==> src/rtl/timer_arbiter.sv <==
// timer_arbiter
//   Round-robin arbiter that time-shares a single external Timer among
//   NUM_REQ requesters. The winner's count is latched and handed to the
//   Timer. The winner then receives a one-cycle done pulse when its interval
//   completes.
//
// Parameters
//   COUNTER_BITS  width of every count field (default 8)
//   NUM_REQ       number of requesters, 2..8 (default 2)
//   ACK_TIMEOUT   START cycles allowed for the Timer to acknowledge the
//                 trigger; only used when TIMER_ARBITER_TIMEOUT_EN is defined
//
// Ports
//   clk, reset     clock, asynchronous active-high reset
//   req            per-requester level request, held until its done pulse
//   req_count      packed counts, requester i at [i*COUNTER_BITS +: COUNTER_BITS]
//   grant          one-hot owner of the Timer, zero when idle (registered)
//   done           one-cycle completion pulse to the owner (registered)
//   timer_en       high whenever grant is non-zero
//   timer_count    count latched from the owner
//   timer_trigger  start request to the Timer
//   timer_done     Timer status: low while running, high when idle/expired
//   error          sticky start-timeout flag
//
// Configuration
//   TIMER_ARBITER_TIMEOUT_EN  when defined, START gives up after ACK_TIMEOUT
//                             cycles without acknowledge, sets error and
//                             still completes the interval. When undefined,
//                             START waits indefinitely and error is tied to 0.

module timer_arbiter #(
    parameter int unsigned COUNTER_BITS = 8,
    parameter int unsigned NUM_REQ      = 2,
    parameter int unsigned ACK_TIMEOUT  = 255
) (
    input  logic                            clk,
    input  logic                            reset,
    input  logic [NUM_REQ-1:0]              req,
    input  logic [NUM_REQ*COUNTER_BITS-1:0] req_count,
    output logic [NUM_REQ-1:0]              grant,
    output logic [NUM_REQ-1:0]              done,
    output logic                            timer_en,
    output logic [COUNTER_BITS-1:0]         timer_count,
    output logic                            timer_trigger,
    input  logic                            timer_done,
    output logic                            error
);

    localparam int unsigned IDX_W = (NUM_REQ > 1) ? $clog2(NUM_REQ) : 1;
    localparam logic [IDX_W-1:0] LAST_RESET = IDX_W'(NUM_REQ - 1);

    localparam logic [1:0] ST_IDLE   = 2'd0;
    localparam logic [1:0] ST_START  = 2'd1;
    localparam logic [1:0] ST_RUN    = 2'd2;
    localparam logic [1:0] ST_FINISH = 2'd3;

    logic [1:0]              state_q, state_d;
    logic [NUM_REQ-1:0]      grant_q, grant_d;
    logic [NUM_REQ-1:0]      done_q, done_d;
    logic [COUNTER_BITS-1:0] count_q, count_d;
    logic                    trigger_q, trigger_d;
    logic [IDX_W-1:0]        owner_q, owner_d;
    logic [IDX_W-1:0]        last_owner_q, last_owner_d;

    logic [COUNTER_BITS-1:0] req_counts [NUM_REQ];
    logic                    rr_found;
    logic [IDX_W-1:0]        rr_winner;

`ifdef TIMER_ARBITER_TIMEOUT_EN
    localparam int unsigned ACK_W = (ACK_TIMEOUT > 1) ? $clog2(ACK_TIMEOUT) : 1;
    localparam logic [ACK_W-1:0] ACK_LAST = ACK_W'(ACK_TIMEOUT - 1);

    logic [ACK_W-1:0] ack_cnt_q, ack_cnt_d;
    logic             error_q, error_d;
`else
    logic unused_ack_timeout;
    assign unused_ack_timeout = ^ACK_TIMEOUT;
`endif

    for (genvar g = 0; g < NUM_REQ; g++) begin : g_counts
        assign req_counts[g] = req_count[g*COUNTER_BITS +: COUNTER_BITS];
    end

    // (base + offset) mod NUM_REQ; the search starts just after the last owner.
    function automatic logic [IDX_W-1:0] rr_index(input logic [IDX_W-1:0] base,
                                                  input int unsigned offset);
        return IDX_W'((32'(base) + offset) % NUM_REQ);
    endfunction

    always_comb begin
        rr_found  = 1'b0;
        rr_winner = '0;
        for (int unsigned i = 1; i <= NUM_REQ; i++) begin
            if (!rr_found && req[rr_index(last_owner_q, i)]) begin
                rr_found  = 1'b1;
                rr_winner = rr_index(last_owner_q, i);
            end
        end
    end

    always_comb begin
        state_d      = state_q;
        grant_d      = grant_q;
        done_d       = '0;
        count_d      = count_q;
        trigger_d    = trigger_q;
        owner_d      = owner_q;
        last_owner_d = last_owner_q;
`ifdef TIMER_ARBITER_TIMEOUT_EN
        ack_cnt_d    = ack_cnt_q;
        error_d      = error_q;
`endif
        case (state_q)
            ST_IDLE: begin
                if (rr_found) begin
                    grant_d            = '0;
                    grant_d[rr_winner] = 1'b1;
                    owner_d            = rr_winner;
                    count_d            = req_counts[rr_winner];
                    // Trigger rises with the grant unless the interval is empty.
                    trigger_d          = (req_counts[rr_winner] != '0);
                    state_d            = ST_START;
`ifdef TIMER_ARBITER_TIMEOUT_EN
                    ack_cnt_d          = '0;
`endif
                end
            end
            ST_START: begin
                if (count_q == '0) begin
                    trigger_d = 1'b0;
                    state_d   = ST_FINISH;
                end else if (!timer_done) begin
                    trigger_d = 1'b0;
                    state_d   = ST_RUN;
                end else begin
`ifdef TIMER_ARBITER_TIMEOUT_EN
                    if (ack_cnt_q == ACK_LAST) begin
                        error_d   = 1'b1;
                        trigger_d = 1'b0;
                        state_d   = ST_FINISH;
                    end else begin
                        ack_cnt_d = ack_cnt_q + 1'b1;
                    end
`endif
                end
            end
            ST_RUN: begin
                if (timer_done) begin
                    state_d = ST_FINISH;
                end
            end
            ST_FINISH: begin
                done_d       = grant_q;
                grant_d      = '0;
                last_owner_d = owner_q;
                state_d      = ST_IDLE;
            end
            default: begin
                state_d = ST_IDLE;
            end
        endcase
    end

    always_ff @(posedge clk or posedge reset) begin
        if (reset) begin
            state_q      <= ST_IDLE;
            grant_q      <= '0;
            done_q       <= '0;
            count_q      <= '0;
            trigger_q    <= 1'b0;
            owner_q      <= '0;
            last_owner_q <= LAST_RESET;
        end else begin
            state_q      <= state_d;
            grant_q      <= grant_d;
            done_q       <= done_d;
            count_q      <= count_d;
            trigger_q    <= trigger_d;
            owner_q      <= owner_d;
            last_owner_q <= last_owner_d;
        end
    end

`ifdef TIMER_ARBITER_TIMEOUT_EN
    always_ff @(posedge clk or posedge reset) begin
        if (reset) begin
            ack_cnt_q <= '0;
            error_q   <= 1'b0;
        end else begin
            ack_cnt_q <= ack_cnt_d;
            error_q   <= error_d;
        end
    end

    assign error = error_q;
`else
    assign error = 1'b0;
`endif

    assign grant         = grant_q;
    assign done          = done_q;
    assign timer_en      = |grant_q;
    assign timer_count   = count_q;
    assign timer_trigger = trigger_q;

endmodule
==> config.mk <==
export PLATFORM = sky130hd
export DESIGN_NAME = timer_arbiter
export DESIGN_NICKNAME = d
export VERILOG_FILES = /design/src/rtl/timer_arbiter.sv
export SDC_FILE = /design/constraint.sdc
export NUM_CORES = 1
export LEC_CHECK = 0
export BUFFER_PORTS_ARGS = -buffer_cell sky130_fd_sc_hd__buf_4
export CAP_MARGIN = 20
export CORE_ASPECT_RATIO = 0.7
export CORE_MARGIN = 2
export CORE_UTILIZATION = 45
export CTS_CLUSTER_DIAMETER = 200
export DETAILED_ROUTE_END_ITERATION = 7
export HOLD_SLACK_MARGIN = 0.05
export PLACE_DENSITY = 0.76
export SETUP_SLACK_MARGIN = 0.5
export SYNTH_ARGS = -nofsm -noshare
export SYNTH_HDL_FRONTEND = slang
export SYNTH_SLANG_ARGS = --single-unit
==> constraint.sdc <==
create_clock -name clk -period 3 [get_ports clk]
set_clock_uncertainty 0.1 [all_clocks]
set_input_delay 0.3 -clock clk [delete_from_list [all_inputs] [get_ports clk]]
set_output_delay 0.3 -clock clk [all_outputs]
set_load 0.05 [all_outputs]
==> results.py <==
metrics = {
    "sta": {
        "maxSlewViolCount": 0,
        "worst_slew_pin_slew_ps": 1020,
        "setup_viol": 0,
        "fin_crit_sh_pct": 67.4,
        "timing.fmax_mhz": 495,
        "hold_viol": 0,
        "fin_crit_ps": 2020,
        "slew-limit-headroom_pct": 31.4,
        "finalSetupTns_ps": 0,
        "rsz0062_at_grt": "false",
    },
    "logic_synthesis": {
        "syn_inst": 91,
        "synth_top_cell_by_area": "dfrtp_1",
        "synth_top_flop_cell": "dfrtp_1",
        "synth-seq-area-share_pct": 45.1,
        "synth_top_area_share_pct": 42.3,
        "synth-edff-count": 0,
        "synth_common_cells": "dfrtp_1 (16), nand2_1 (11), mux2i_1 (9), o21ai_0 (9), ha_1 (5)",
        "yosysMostFrequentCell": "dfrtp_1",
        "async_flop_share_pct": 100,
        "yosys-top-cells-area": "dfrtp_1 (42%), mux2i_1 (9.5%), ha_1 (6.6%)",
        "synthesis.nets": 117,
        "synth_cell_types": 32,
        "synth_area_um2": 946,
        "yosysWarnings": 0,
        "avgSynthCellArea_um2": 10.4,
        "ys_ff_latch": 17,
    },
    "cells_and_area": {
        "fillers": 166,
        "seq_area_um2": 427,
        "multiInputGateArea_um2": 488,
        "final_core_util_pct": 65.3,
        "nNetsFinal": 154,
        "antennaDiodeCount": 0,
        "drive_above_1_share_pct": 37.0,
        "area_growth_pct": 32.4,
    },
    "cts": {
        "clock_latency_ps": 290,
        "cts_tree": "built",
        "clkSinkCount": 17,
        "cts.htree.levels": 1,
        "cts_root_buf": "clkbuf_4",
        "clk_pin_slew_ps": 90,
        "max-clock-path-buffers": 2,
        "numCtsBuffers": 3,
    },
    "route": {
        "wl_per_cell_um": 14.2,
        "drt-total-wl_mm": 2.12,
        "drtIter0Drc": 44,
        "via_count": 791,
        "vias_per_cell": 5.31,
        "post-route-drc-count": 0,
        "final_antenna_net_count": 0,
        "dr.pass1.iters": 4,
    },
    "floorplan": {
        "start_util_pct": 49.3,
        "die_width_um": 58.8,
        "io-pin-count": 36,
        "die_h_um": 42.4,
        "dieArea_um2": 2490,
        "core.rowCount": 13,
        "core-area_um2": 1920,
    },
    "worst_setup_path": {
        "cp.arrival_ps": 2110,
        "cp-startpoint": "timer_count[7]",
        "regToRegSetupSlack_ps": 980,
        "regToRegStartpoint": "timer_count[7]",
        "critical_path_class": "register to register",
        "cp.required_ps": 3080,
        "cp_max_fo": 3,
        "cp-end-kind": "register",
        "startpoint_type": "register",
    },
    "global_route": {
        "antenna_found_initial": 0,
        "grt_use_total_pct": 20.2,
        "grt_pass1_vias": 794,
        "grt_max_degree": 19,
        "grt_pass1_wl_mm": 3.74,
        "overflow": 0,
    },
    "hold_path": {
        "min-delay-start": "req_count[2]",
        "hp-class": "primary input to register",
    },
    "place": {
        "routabilityCongestion": 0.746,
        "portBuffers": 34,
        "dp_hpwl_mm": 1.69,
    },
    "power": {
        "power_density_nw_per_um2": 1060,
        "p_leak_nw": 0.614,
        "vdd_ir_drop_max_mv": 0.577,
    },
    "job": {
        "cap_violations": 0,
    },
    "run_status": {
        "outcome": "finished, final reports clean",
    },
}
==> flip-flops by register name (all words and copies together), names as in the netlist <==
signal	count
done	2
grant	2
last_owner_q	1
owner_q	1
state_q	2
timer_count	8
timer_trigger	1
==> worst max-delay path, cell delays in order, from the launching register on <==
cell     delay, ps
dfrtp_1        410
or4_4          560
o211a_4        280
nor3_2         220
mux2_1         340
==> what timing repair did <==
action                                  in CTS  in global routing
hold endpoints to repair                    16                  0
setup buffers                                0                  0
gates resized for setup                      0                  0
hold buffers                                 1                  0
endpoints found under the setup margin       0                  0
==> area by class of cell <==
class	instances	area share, %
Sequential cell	17	34.1
Clock buffer	4	2.10
Inverter	3	0.899
Multi-Input combinational cell	67	39.0
Timing Repair Buffer	36	21.8
Tap cell	22	2.20
==> metrics by stage <==
step | power, mW | setup slack (ps) | cell area, µm² | std cells | hold slack, ps
3_3_place_gp | 1.20 | 1050 | 1220 | 144 | 330
2_1_floorplan | 0.984 | 825 | 946 | 91 | 125
3_5_place_dp | 1.22 | 987 | 1220 | 144 | 334
5_1_grt | 1.43 | 874 | 1250 | 149 | 219
4_1_cts | 1.34 | 972 | 1250 | 149 | 197
6_report | 1.33 | 978 | 1250 | 149 | 199
==> routing by layer <==
layer / share of wire (%) / routed length, µm / track usage [%]
met1: 47 / 996 / 27.9
met2: 45 / 951 / 28.7
met3: 6.5 / 137 / 8.02
met4: 1.6 / 33 / 6.82
met5: 0 / 0 / 0
==> cell usage in the layout (no fill, tap or decap), drive strengths merged <==
cell type / n
conb: 1
mux2i: 9
nand2b: 1
a22o: 1
a211oi: 1
dfrtp: 16
nor3: 1
or2: 1
dfstp: 1
o21ai: 11
nor2: 3
dlygate4sd3: 1
and2: 2
mux2: 2
a2bb2oi: 1
or4: 2
nand2: 11
ha: 5
nor3b: 1
o211a: 1
buf: 35
a21oi: 2
a21boi: 1
nor4: 5
nor2b: 2
a31oi: 1
inv: 3
o31ai: 2
clkbuf: 4
==> worst paths after layout <==
| path | end | cells after the start |
|---|---|---|
| setup / recovery | state_q[1] | 4 |
| hold / removal | timer_count[2] | 3 |
| setup reg to reg | state_q[1] | 4 |
| hold reg to reg | timer_count[5] | 2 |
| max in group asynchronous | timer_count[6] | 3 |
| min in group asynchronous | done[1] | 3 |
==> power by group <==
part | leakage (nW) | internal [mW] | total (mW) | switching (mW)
Combinational | 0.387 | 0.289 | 0.797 | 0.508
Sequential | 0.212 | 0.335 | 0.415 | 0.0801
Clock | 0.0150 | 0.0518 | 0.121 | 0.0694
Total | 0.614 | 0.676 | 1.33 | 0.657
==> cells by family (layout without fill, tap and decap cells) <==
kind of cell | Yosys count | in the layout | synth area share, %
adders and majority gates | 5 | 5 | 6.61
AOI/OAI and AO/OA | 21 | 21 | 14.4
buffers and inverters | 7 | 43 | 3.31
other | 1 | 1 | 0.396
muxes | 11 | 11 | 11.9
and+or+nand+nor | 29 | 29 | 18.3
DFF | 17 | 17 | 45.1
Note: power is estimated with default switching activity, not from simulation.
